===== config.mk =====
export PLATFORM = sky130hd
export DESIGN_NAME = mem_stage_flat
export DESIGN_NICKNAME = d
export VERILOG_FILES = /design/src/rtl/mem_stage_if.sv /design/src/rtl/mem_stage.sv /design/src/flat_wrapper.sv
export SDC_FILE = /design/constraint.sdc
export NUM_CORES = 1
export LEC_CHECK = 0
export CORE_MARGIN = 5
export CORE_UTILIZATION = 45
export CTS_CLUSTER_DIAMETER = 80
export DETAILED_ROUTE_END_ITERATION = 8
export PLACE_DENSITY = 0.83
export SLEW_MARGIN = 20
export SYNTH_ARGS = -nofsm -noshare
export SYNTH_HDL_FRONTEND = slang
export SYNTH_SLANG_ARGS = --single-unit
export TNS_END_PERCENT = 20

===== constraint.sdc =====
create_clock -name clk -period 3.77 [get_ports clk]
set_clock_uncertainty 0.05 [all_clocks]
set_input_delay 0.754 -clock clk [delete_from_list [all_inputs] [get_ports clk]]
set_output_delay 0.754 -clock clk [all_outputs]
set_load 0.05 [all_outputs]

===== src/rtl/mem_stage_if.sv =====
// -----------------------------------------------------------------------------
// mem_stage_if -- data-memory request/response bus between mem_stage and the
// data memory (or cache).
//
// Signals:
//   req_valid  request valid (master -> slave)
//   req_wr     1 = write, 0 = read
//   req_ready  slave accepts the request this cycle
//   req_addr   word-aligned request address (low 2 bits always 0)
//   req_wstrb  byte write strobes
//   req_wdata  lane-shifted write data
//   resp_valid load response valid, one per accepted read
//   resp_rdata load response data (full word)
//
// Modports: master = pipeline stage side, slave = memory side.
// -----------------------------------------------------------------------------
interface mem_stage_if;
    logic        req_valid;
    logic        req_wr;
    logic        req_ready;
    logic [31:0] req_addr;
    logic [3:0]  req_wstrb;
    logic [31:0] req_wdata;
    logic        resp_valid;
    logic [31:0] resp_rdata;

    modport master (
        output req_valid, req_wr, req_addr, req_wstrb, req_wdata,
        input  req_ready, resp_valid, resp_rdata
    );

    modport slave (
        input  req_valid, req_wr, req_addr, req_wstrb, req_wdata,
        output req_ready, resp_valid, resp_rdata
    );
endinterface


===== src/rtl/mem_stage.sv =====
// -----------------------------------------------------------------------------
// mem_stage -- memory-access pipeline stage. Accepts one op at a time from
// execute, issues load/store requests on the data-memory bus, aligns and
// extends load data, and presents the result in a writeback output register
// that also feeds the decode-stage bypass.
//
// Ports:
//   clk, reset       clock, synchronous active-high reset
//   flush            exception/ertn flush; kills the in-flight op
//   in_*             upstream op (valid/ready, op, unsigned, addr, wdata, rd, we)
//   mem              data-memory bus (mem_stage_if.master)
//   out_*            writeback handshake and fields (out_ale = misaligned addr)
//   byp_*            forwarding of the output register to decode
//   load_pending     a load is in flight and its result is not yet registered
//
// Build option: define MEM_ALIGN_CHECK_EN to raise out_ale on misaligned
// half/word accesses instead of issuing a request. When undefined, the
// offending low address bits are ignored and out_ale stays 0.
// -----------------------------------------------------------------------------
module mem_stage (
    input  logic        clk,
    input  logic        reset,
    input  logic        flush,
    input  logic        in_valid,
    output logic        in_ready,
    input  logic [3:0]  in_op,
    input  logic        in_unsigned,
    input  logic [31:0] in_addr,
    input  logic [31:0] in_wdata,
    input  logic [4:0]  in_rd,
    input  logic        in_we,
    mem_stage_if.master mem,
    output logic        out_valid,
    input  logic        out_ready,
    output logic [4:0]  out_rd,
    output logic        out_we,
    output logic [31:0] out_data,
    output logic        out_ale,
    output logic        byp_valid,
    output logic [4:0]  byp_rd,
    output logic [31:0] byp_data,
    output logic        load_pending
);
    typedef enum logic [1:0] {IDLE, REQ, WAIT, DRAIN} state_e;

    state_e      state_q, state_d;
    logic        is_load_q, is_load_d;
    logic [1:0]  size_q, size_d;
    logic        unsigned_q, unsigned_d;
    logic [31:0] addr_q, addr_d;
    logic [4:0]  rd_q, rd_d;
    logic        we_q, we_d;
    logic        req_valid_q, req_valid_d;
    logic [3:0]  req_wstrb_q, req_wstrb_d;
    logic [31:0] req_wdata_q, req_wdata_d;
    logic        out_valid_q, out_valid_d;
    logic [4:0]  out_rd_q, out_rd_d;
    logic        out_we_q, out_we_d;
    logic [31:0] out_data_q, out_data_d;
    logic        out_ale_q, out_ale_d;
    logic        load_pending_q, load_pending_d;

    logic        accept;
    logic        mem_op;
    logic        misaligned;
    logic [3:0]  wstrb;
    logic [31:0] wdata_lane;
    logic [7:0]  byte_sel;
    logic [15:0] half_sel;
    logic [31:0] load_data;

    assign in_ready = (state_q == IDLE) && (!out_valid_q || out_ready) && !flush;
    assign accept   = in_valid && in_ready;
    assign mem_op   = in_op[0] || in_op[1];

`ifdef MEM_ALIGN_CHECK_EN
    assign misaligned = mem_op &&
                        (((in_op[3:2] == 2'b01) && in_addr[0]) ||
                         (in_op[3] && (in_addr[1:0] != 2'b00)));
`else
    assign misaligned = 1'b0;
`endif

    // Store lane steering. Half strobes use only addr[1] so a stray addr[0]
    // cannot produce a strobe that straddles the word boundary.
    always_comb begin
        case (in_op[3:2])
            2'b00: begin
                wstrb      = 4'b0001 << in_addr[1:0];
                wdata_lane = {4{in_wdata[7:0]}};
            end
            2'b01: begin
                wstrb      = 4'b0011 << {in_addr[1], 1'b0};
                wdata_lane = {2{in_wdata[15:0]}};
            end
            default: begin
                wstrb      = 4'b1111;
                wdata_lane = in_wdata;
            end
        endcase
    end

    // Load alignment and extension from the registered address/size.
    always_comb begin
        case (addr_q[1:0])
            2'b00:   byte_sel = mem.resp_rdata[7:0];
            2'b01:   byte_sel = mem.resp_rdata[15:8];
            2'b10:   byte_sel = mem.resp_rdata[23:16];
            default: byte_sel = mem.resp_rdata[31:24];
        endcase
        half_sel = addr_q[1] ? mem.resp_rdata[31:16] : mem.resp_rdata[15:0];
        case (size_q)
            2'b00:   load_data = {{24{!unsigned_q && byte_sel[7]}}, byte_sel};
            2'b01:   load_data = {{16{!unsigned_q && half_sel[15]}}, half_sel};
            default: load_data = mem.resp_rdata;
        endcase
    end

    always_comb begin
        // NOTE: every _d starts from its _q so no path leaves a variable unassigned (no latch).
        state_d     = state_q;
        is_load_d   = is_load_q;
        size_d      = size_q;
        unsigned_d  = unsigned_q;
        addr_d      = addr_q;
        rd_d        = rd_q;
        we_d        = we_q;
        req_wstrb_d = req_wstrb_q;
        req_wdata_d = req_wdata_q;
        out_rd_d    = out_rd_q;
        out_we_d    = out_we_q;
        out_data_d  = out_data_q;
        out_ale_d   = out_ale_q;
        // A consumed result drops out_valid unless a new one lands below.
        out_valid_d = out_valid_q && !out_ready;

        case (state_q)
            IDLE: begin
                if (accept) begin
                    if (!mem_op || misaligned) begin
                        out_valid_d = 1'b1;
                        out_rd_d    = in_rd;
                        out_we_d    = in_we && !misaligned;
                        out_data_d  = in_addr;
                        out_ale_d   = misaligned;
                    end else begin
                        state_d     = REQ;
                        is_load_d   = in_op[0];
                        size_d      = in_op[3:2];
                        unsigned_d  = in_unsigned;
                        addr_d      = in_addr;
                        rd_d        = in_rd;
                        we_d        = in_we;
                        req_wstrb_d = in_op[0] ? 4'b0000 : wstrb;
                        req_wdata_d = wdata_lane;
                    end
                end
            end
            REQ: begin
                if (mem.req_ready) begin
                    if (flush) begin
                        // An accepted load still owes a response that must be swallowed.
                        state_d = is_load_q ? DRAIN : IDLE;
                    end else if (is_load_q) begin
                        state_d = WAIT;
                    end else begin
                        state_d     = IDLE;
                        out_valid_d = 1'b1;
                        out_rd_d    = rd_q;
                        out_we_d    = 1'b0;
                        out_data_d  = addr_q;
                        out_ale_d   = 1'b0;
                    end
                end else if (flush) begin
                    state_d = IDLE;
                end
            end
            WAIT: begin
                if (flush) begin
                    state_d = mem.resp_valid ? IDLE : DRAIN;
                end else if (mem.resp_valid) begin
                    state_d     = IDLE;
                    out_valid_d = 1'b1;
                    out_rd_d    = rd_q;
                    out_we_d    = we_q;
                    out_data_d  = load_data;
                    out_ale_d   = 1'b0;
                end
            end
            default: begin
                if (mem.resp_valid) begin
                    state_d = IDLE;
                end
            end
        endcase

        if (flush) begin
            out_valid_d = 1'b0;
        end
        req_valid_d    = (state_d == REQ);
        load_pending_d = ((state_d == REQ) || (state_d == WAIT)) && is_load_d;
    end

    // NOTE: non-blocking assignments so every flop samples pre-edge values.
    always_ff @(posedge clk) begin
        if (reset) begin
            state_q        <= IDLE;
            is_load_q      <= 1'b0;
            size_q         <= 2'b00;
            unsigned_q     <= 1'b0;
            addr_q         <= '0;
            rd_q           <= '0;
            we_q           <= 1'b0;
            req_valid_q    <= 1'b0;
            req_wstrb_q    <= '0;
            req_wdata_q    <= '0;
            out_valid_q    <= 1'b0;
            out_rd_q       <= '0;
            out_we_q       <= 1'b0;
            out_data_q     <= '0;
            out_ale_q      <= 1'b0;
            load_pending_q <= 1'b0;
        end else begin
            state_q        <= state_d;
            is_load_q      <= is_load_d;
            size_q         <= size_d;
            unsigned_q     <= unsigned_d;
            addr_q         <= addr_d;
            rd_q           <= rd_d;
            we_q           <= we_d;
            req_valid_q    <= req_valid_d;
            req_wstrb_q    <= req_wstrb_d;
            req_wdata_q    <= req_wdata_d;
            out_valid_q    <= out_valid_d;
            out_rd_q       <= out_rd_d;
            out_we_q       <= out_we_d;
            out_data_q     <= out_data_d;
            out_ale_q      <= out_ale_d;
            load_pending_q <= load_pending_d;
        end
    end

    assign mem.req_valid = req_valid_q;
    assign mem.req_wr    = !is_load_q;
    assign mem.req_addr  = {addr_q[31:2], 2'b00};
    assign mem.req_wstrb = req_wstrb_q;
    assign mem.req_wdata = req_wdata_q;

    assign out_valid    = out_valid_q;
    assign out_rd       = out_rd_q;
    assign out_we       = out_we_q;
    assign out_data     = out_data_q;
    assign out_ale      = out_ale_q;
    assign load_pending = load_pending_q;

    assign byp_valid = out_valid_q && out_we_q && !out_ale_q;
    assign byp_rd    = out_rd_q;
    assign byp_data  = out_data_q;
endmodule


===== src/flat_wrapper.sv =====
// flat-port wrapper written by rule: the top's interface ports become plain ports
module mem_stage_flat 
  (clk, reset, flush, in_valid, in_ready, in_op, in_unsigned, in_addr, in_wdata, in_rd, in_we, out_valid, out_ready, out_rd, out_we, out_data, out_ale, byp_valid, byp_rd, byp_data, load_pending, mem_req_valid, mem_req_wr, mem_req_addr, mem_req_wstrb, mem_req_wdata, mem_req_ready, mem_resp_valid, mem_resp_rdata);
  mem_stage_if mem_i ();
  input  logic clk;
  input  logic reset;
  input  logic flush;
  input  logic in_valid;
  output logic in_ready;
  input  logic [3:0] in_op;
  input  logic in_unsigned;
  input  logic [31:0] in_addr;
  input  logic [31:0] in_wdata;
  input  logic [4:0] in_rd;
  input  logic in_we;
  output logic out_valid;
  input  logic out_ready;
  output logic [4:0] out_rd;
  output logic out_we;
  output logic [31:0] out_data;
  output logic out_ale;
  output logic byp_valid;
  output logic [4:0] byp_rd;
  output logic [31:0] byp_data;
  output logic load_pending;
  output wire logic [$bits(mem_i.req_valid)-1:0] mem_req_valid;
  output wire logic [$bits(mem_i.req_wr)-1:0] mem_req_wr;
  output wire logic [$bits(mem_i.req_addr)-1:0] mem_req_addr;
  output wire logic [$bits(mem_i.req_wstrb)-1:0] mem_req_wstrb;
  output wire logic [$bits(mem_i.req_wdata)-1:0] mem_req_wdata;
  input wire logic [$bits(mem_i.req_ready)-1:0] mem_req_ready;
  input wire logic [$bits(mem_i.resp_valid)-1:0] mem_resp_valid;
  input wire logic [$bits(mem_i.resp_rdata)-1:0] mem_resp_rdata;
  assign mem_req_valid = mem_i.req_valid;
  assign mem_req_wr = mem_i.req_wr;
  assign mem_req_addr = mem_i.req_addr;
  assign mem_req_wstrb = mem_i.req_wstrb;
  assign mem_req_wdata = mem_i.req_wdata;
  assign mem_i.req_ready = mem_req_ready;
  assign mem_i.resp_valid = mem_resp_valid;
  assign mem_i.resp_rdata = mem_resp_rdata;
  mem_stage u_core (.clk(clk), .reset(reset), .flush(flush), .in_valid(in_valid), .in_ready(in_ready), .in_op(in_op), .in_unsigned(in_unsigned), .in_addr(in_addr), .in_wdata(in_wdata), .in_rd(in_rd), .in_we(in_we), .mem(mem_i), .out_valid(out_valid), .out_ready(out_ready), .out_rd(out_rd), .out_we(out_we), .out_data(out_data), .out_ale(out_ale), .byp_valid(byp_valid), .byp_rd(byp_rd), .byp_data(byp_data), .load_pending(load_pending));
endmodule

==> results.tsv <==
stage	metric	value	unit
critical_path	cp.required	2970	ps
min_path	hp-class	reg -> reg	
critical_path	rr_endpoint	u_core.byp_data[16]$_SDFFE_PP0P_	
power	vdd_drop_max	0.337	mV
final_layout	final_cell_mix	259 x clkdlybuf4s50_1, 206 x nand2_1, 121 x dfxtp_1	
synth	ys_ff_latch	121	
drt	first_pass_iters	5	
final_layout	antennaDiodeCount	0	
critical_path	end_kind	output pin	
sta	min_period_over_period	0.894	
sta	setup-violations-final	0	
global_route	grt_pass1_wl	34100	um
die	initial_core_util	0.456	
critical_path	r2r-start	u_core.size_q[0]$_SDFFE_PP0P_	
critical_path	endpoint	in_ready	
status	outcome	finished clean	
sta	fin_setup_tns	0	ps
synth	netlist_area	6580	um^2
power	total_power	4.20	mW
global_route	grt_usage	0.254	
die	coreArea	14400	um^2
run	maxCapViolCount	0	
die	fp.dieH	131	um
global_route	grt.overflow.total	0	
synth	synthFlopType	dfxtp_1	
drt	drc_errors	0	
drt	drt_iter0_drc	632	
sta	finalHoldViolations	0	
synth	synth_top_area_frac	0.368	
placed_design	place.detailed.hpwl	16000	um
clock_network	cts.sinks	121	
synth	ys_warn_count	0	
synth	ys_types	56	
clock_network	cts_resized	0	
global_route	antenna_found_initial	0	
clock_network	cts_tree	built	
die	row_count	44	
drt	wl_per_cell	18.4	um
final_layout	final_common_cell	clkdlybuf4s50_1	
critical_path	critPathLaunch	flush	
final_layout	nNetsFinal	1140	
drt	routed.top_layer	met4	
global_route	grt_max_degree	63	
clock_network	h-tree-depth	4	
sta	finalCriticalPeriod	3370	ps
sta	worst_pin_slew	1040	ps
critical_path	crit_arrival	2570	ps
critical_path	critPathMaxFanout	7	
sta	max_slew_margin	0.308	
power	total_leakage_power	3.18	nW
synth	netlist_top_cells_area	dfxtp_1 37%, nand2_1 12%, buf_4 8.1%, a21oi_1 7.5%, mux2i_1 3.2%	
sta	drv_slew	0	
synth	syn_inst	861	
drt	wl_met3	2130	um
final_layout	area_growth	42.4	%
critical_path	cpPeakStageDelay	800	ps
clock_network	path_clk_slew	60	ps
synth	synthArstFlopShare	0	
drt	wl	22400	um
drt	avgViaCountPerCell	5.56	
synth	postSynthAreaPerCell	7.64	um^2
synth	yosysSeqAreaShare	0.368	
critical_path	critPathKind	in -> out	
clock_network	numCtsBuffers	17	
sta	fmax	297	MHz
power	power.density	448	nW/um^2
die	io_pins	264	
critical_path	rr_worst_depth	5	
synth	yosysTopAreaCell	dfxtp_1	
placed_design	portBuffers	260	
clock_network	clk_latency	420	ps
critical_path	rrSetupSlack	870	ps
critical_path	path_cells	clkdlybuf4s50_1 > and2b_1 > and2_1 > clkdlybuf4s50_1	
critical_path	critPathSlowestCell	clkdlybuf4s50_1	
clock_network	cts_root_buffer	clkbuf_16	
placed_design	finalWeightedCongestion	0.915	
global_route	grt_pass1_vias	6272	
drt	ant_nets	0	
die	die-area	17100	um^2
drt	dr_wl_met2	10600	um
die	die_x	131	um
critical_path	crit_top_cell	clkdlybuf4s50_1	
clock_network	hold_buffers	0	
synth	synth_edf_count	0	
drt	vias	6764	
clock_network	cts_setup_buffers	0	
final_layout	drive_gt1_frac	0.0640	
drt	wl_met1	9110	um
clock_network	clk_path_buf_depth	2	
sta	grt_setup_unrepaired	no	
critical_path	startpoint_type	primary input	
[sequential cells by signal, summed over array words and instances (netlist names), 2 cells and up]
name and cells:
u_core.size_q 2, u_core.state_q 2, u_core.byp_rd 5, u_core.mem.req_wstrb 4, u_core.rd_q 5, u_core.addr_q 32
u_core.byp_data 32, u_core.mem.req_wdata 32
[final cells by class]
class / count / area, um^2
fillers: 1201 / 5060
flip-flops and latches: 121 / 2420
repair buffers: 277 / 2740
inverters: 11 / 41.3
well taps: 184 / 230
clock inverters: 9 / 123
clock buffers: 21 / 470
multi-input cells: 593 / 3340
[metal layers]
metal	GRT usage	up-vias
met3	0.0817	46
met2	0.408	334
li1	-	3247
met1	0.321	3137
met5	0	-
met4	0.0883	0
[metrics by stage]
stage | worst slack [ps] | cell area [um^2] | cells | util | hold WS, ps
floorplan | 1410 | 6580 | 863 | - | 386
global placement | 446 | 8770 | 1186 | 0.608 | 391
detailed placement | 422 | 8770 | 1186 | 0.608 | 396
CTS | 415 | 9360 | 1216 | 0.649 | 404
global route | 358 | 9360 | 1216 | 0.649 | 417
finish | 399 | 9360 | 1216 | 0.649 | 402
[cells in the mapped netlist, drive strengths merged, types with 6 or more instances]
library cell / instances
nand2: 206
dfxtp: 121
a21oi: 99
buf: 87
clkbuf: 51
nor2: 46
nand3: 22
o21ai: 22
mux2i: 21
o221ai: 20
a211oi: 19
a311oi: 15
inv: 11
nor2b: 11
o211ai: 11
mux2: 9
nor3: 9
a21boi: 8
a31oi: 7
and2: 6
nand2b: 6
[logic make-up (layout without fill, tap and decap cells)]
kind of cell,after synthesis,after routing,synth area share
muxes,30,30,0.0474
DFF,121,121,0.368
adders and majority gates,5,5,0.00951
AOI/OAI and AO/OA,232,232,0.233
buffers and inverters,149,318,0.131
other,1,3,0.000570
and+or+nand+nor,323,323,0.210
[report_power, final]
part	internal (mW)	switching, mW
sequential	1.36	0.0646
combinational	0.410	0.713
clock	1.08	0.572
[worst max-delay path, delay by kind of cell]
kind	cells	cell delay (ps)
buffers and inverters	2	1310
and+or+nand+nor	2	490
[worst min-delay path by stage]
stage / depth (start not counted) / slack [ps] / end / start
final: 2 / 400 / u_core.rd_q[0]$_SDFFE_PP0P_ / u_core.rd_q[0]$_SDFFE_PP0P_
after detailed placement: 2 / 400 / u_core.rd_q[4]$_SDFFE_PP0P_ / u_core.rd_q[4]$_SDFFE_PP0P_
after global routing: 2 / 420 / u_core.mem.req_wdata[4]$_SDFFE_PP0P_ / u_core.mem.req_wdata[4]$_SDFFE_PP0P_
after CTS: 2 / 400 / u_core.rd_q[4]$_SDFFE_PP0P_ / u_core.rd_q[4]$_SDFFE_PP0P_
after global placement: 2 / 390 / u_core.rd_q[3]$_SDFFE_PP0P_ / u_core.rd_q[3]$_SDFFE_PP0P_
after floorplan: 2 / 390 / u_core.rd_q[0]$_SDFFE_PP0P_ / u_core.rd_q[0]$_SDFFE_PP0P_
No activity file was read; power rests on OpenSTA's default activity.
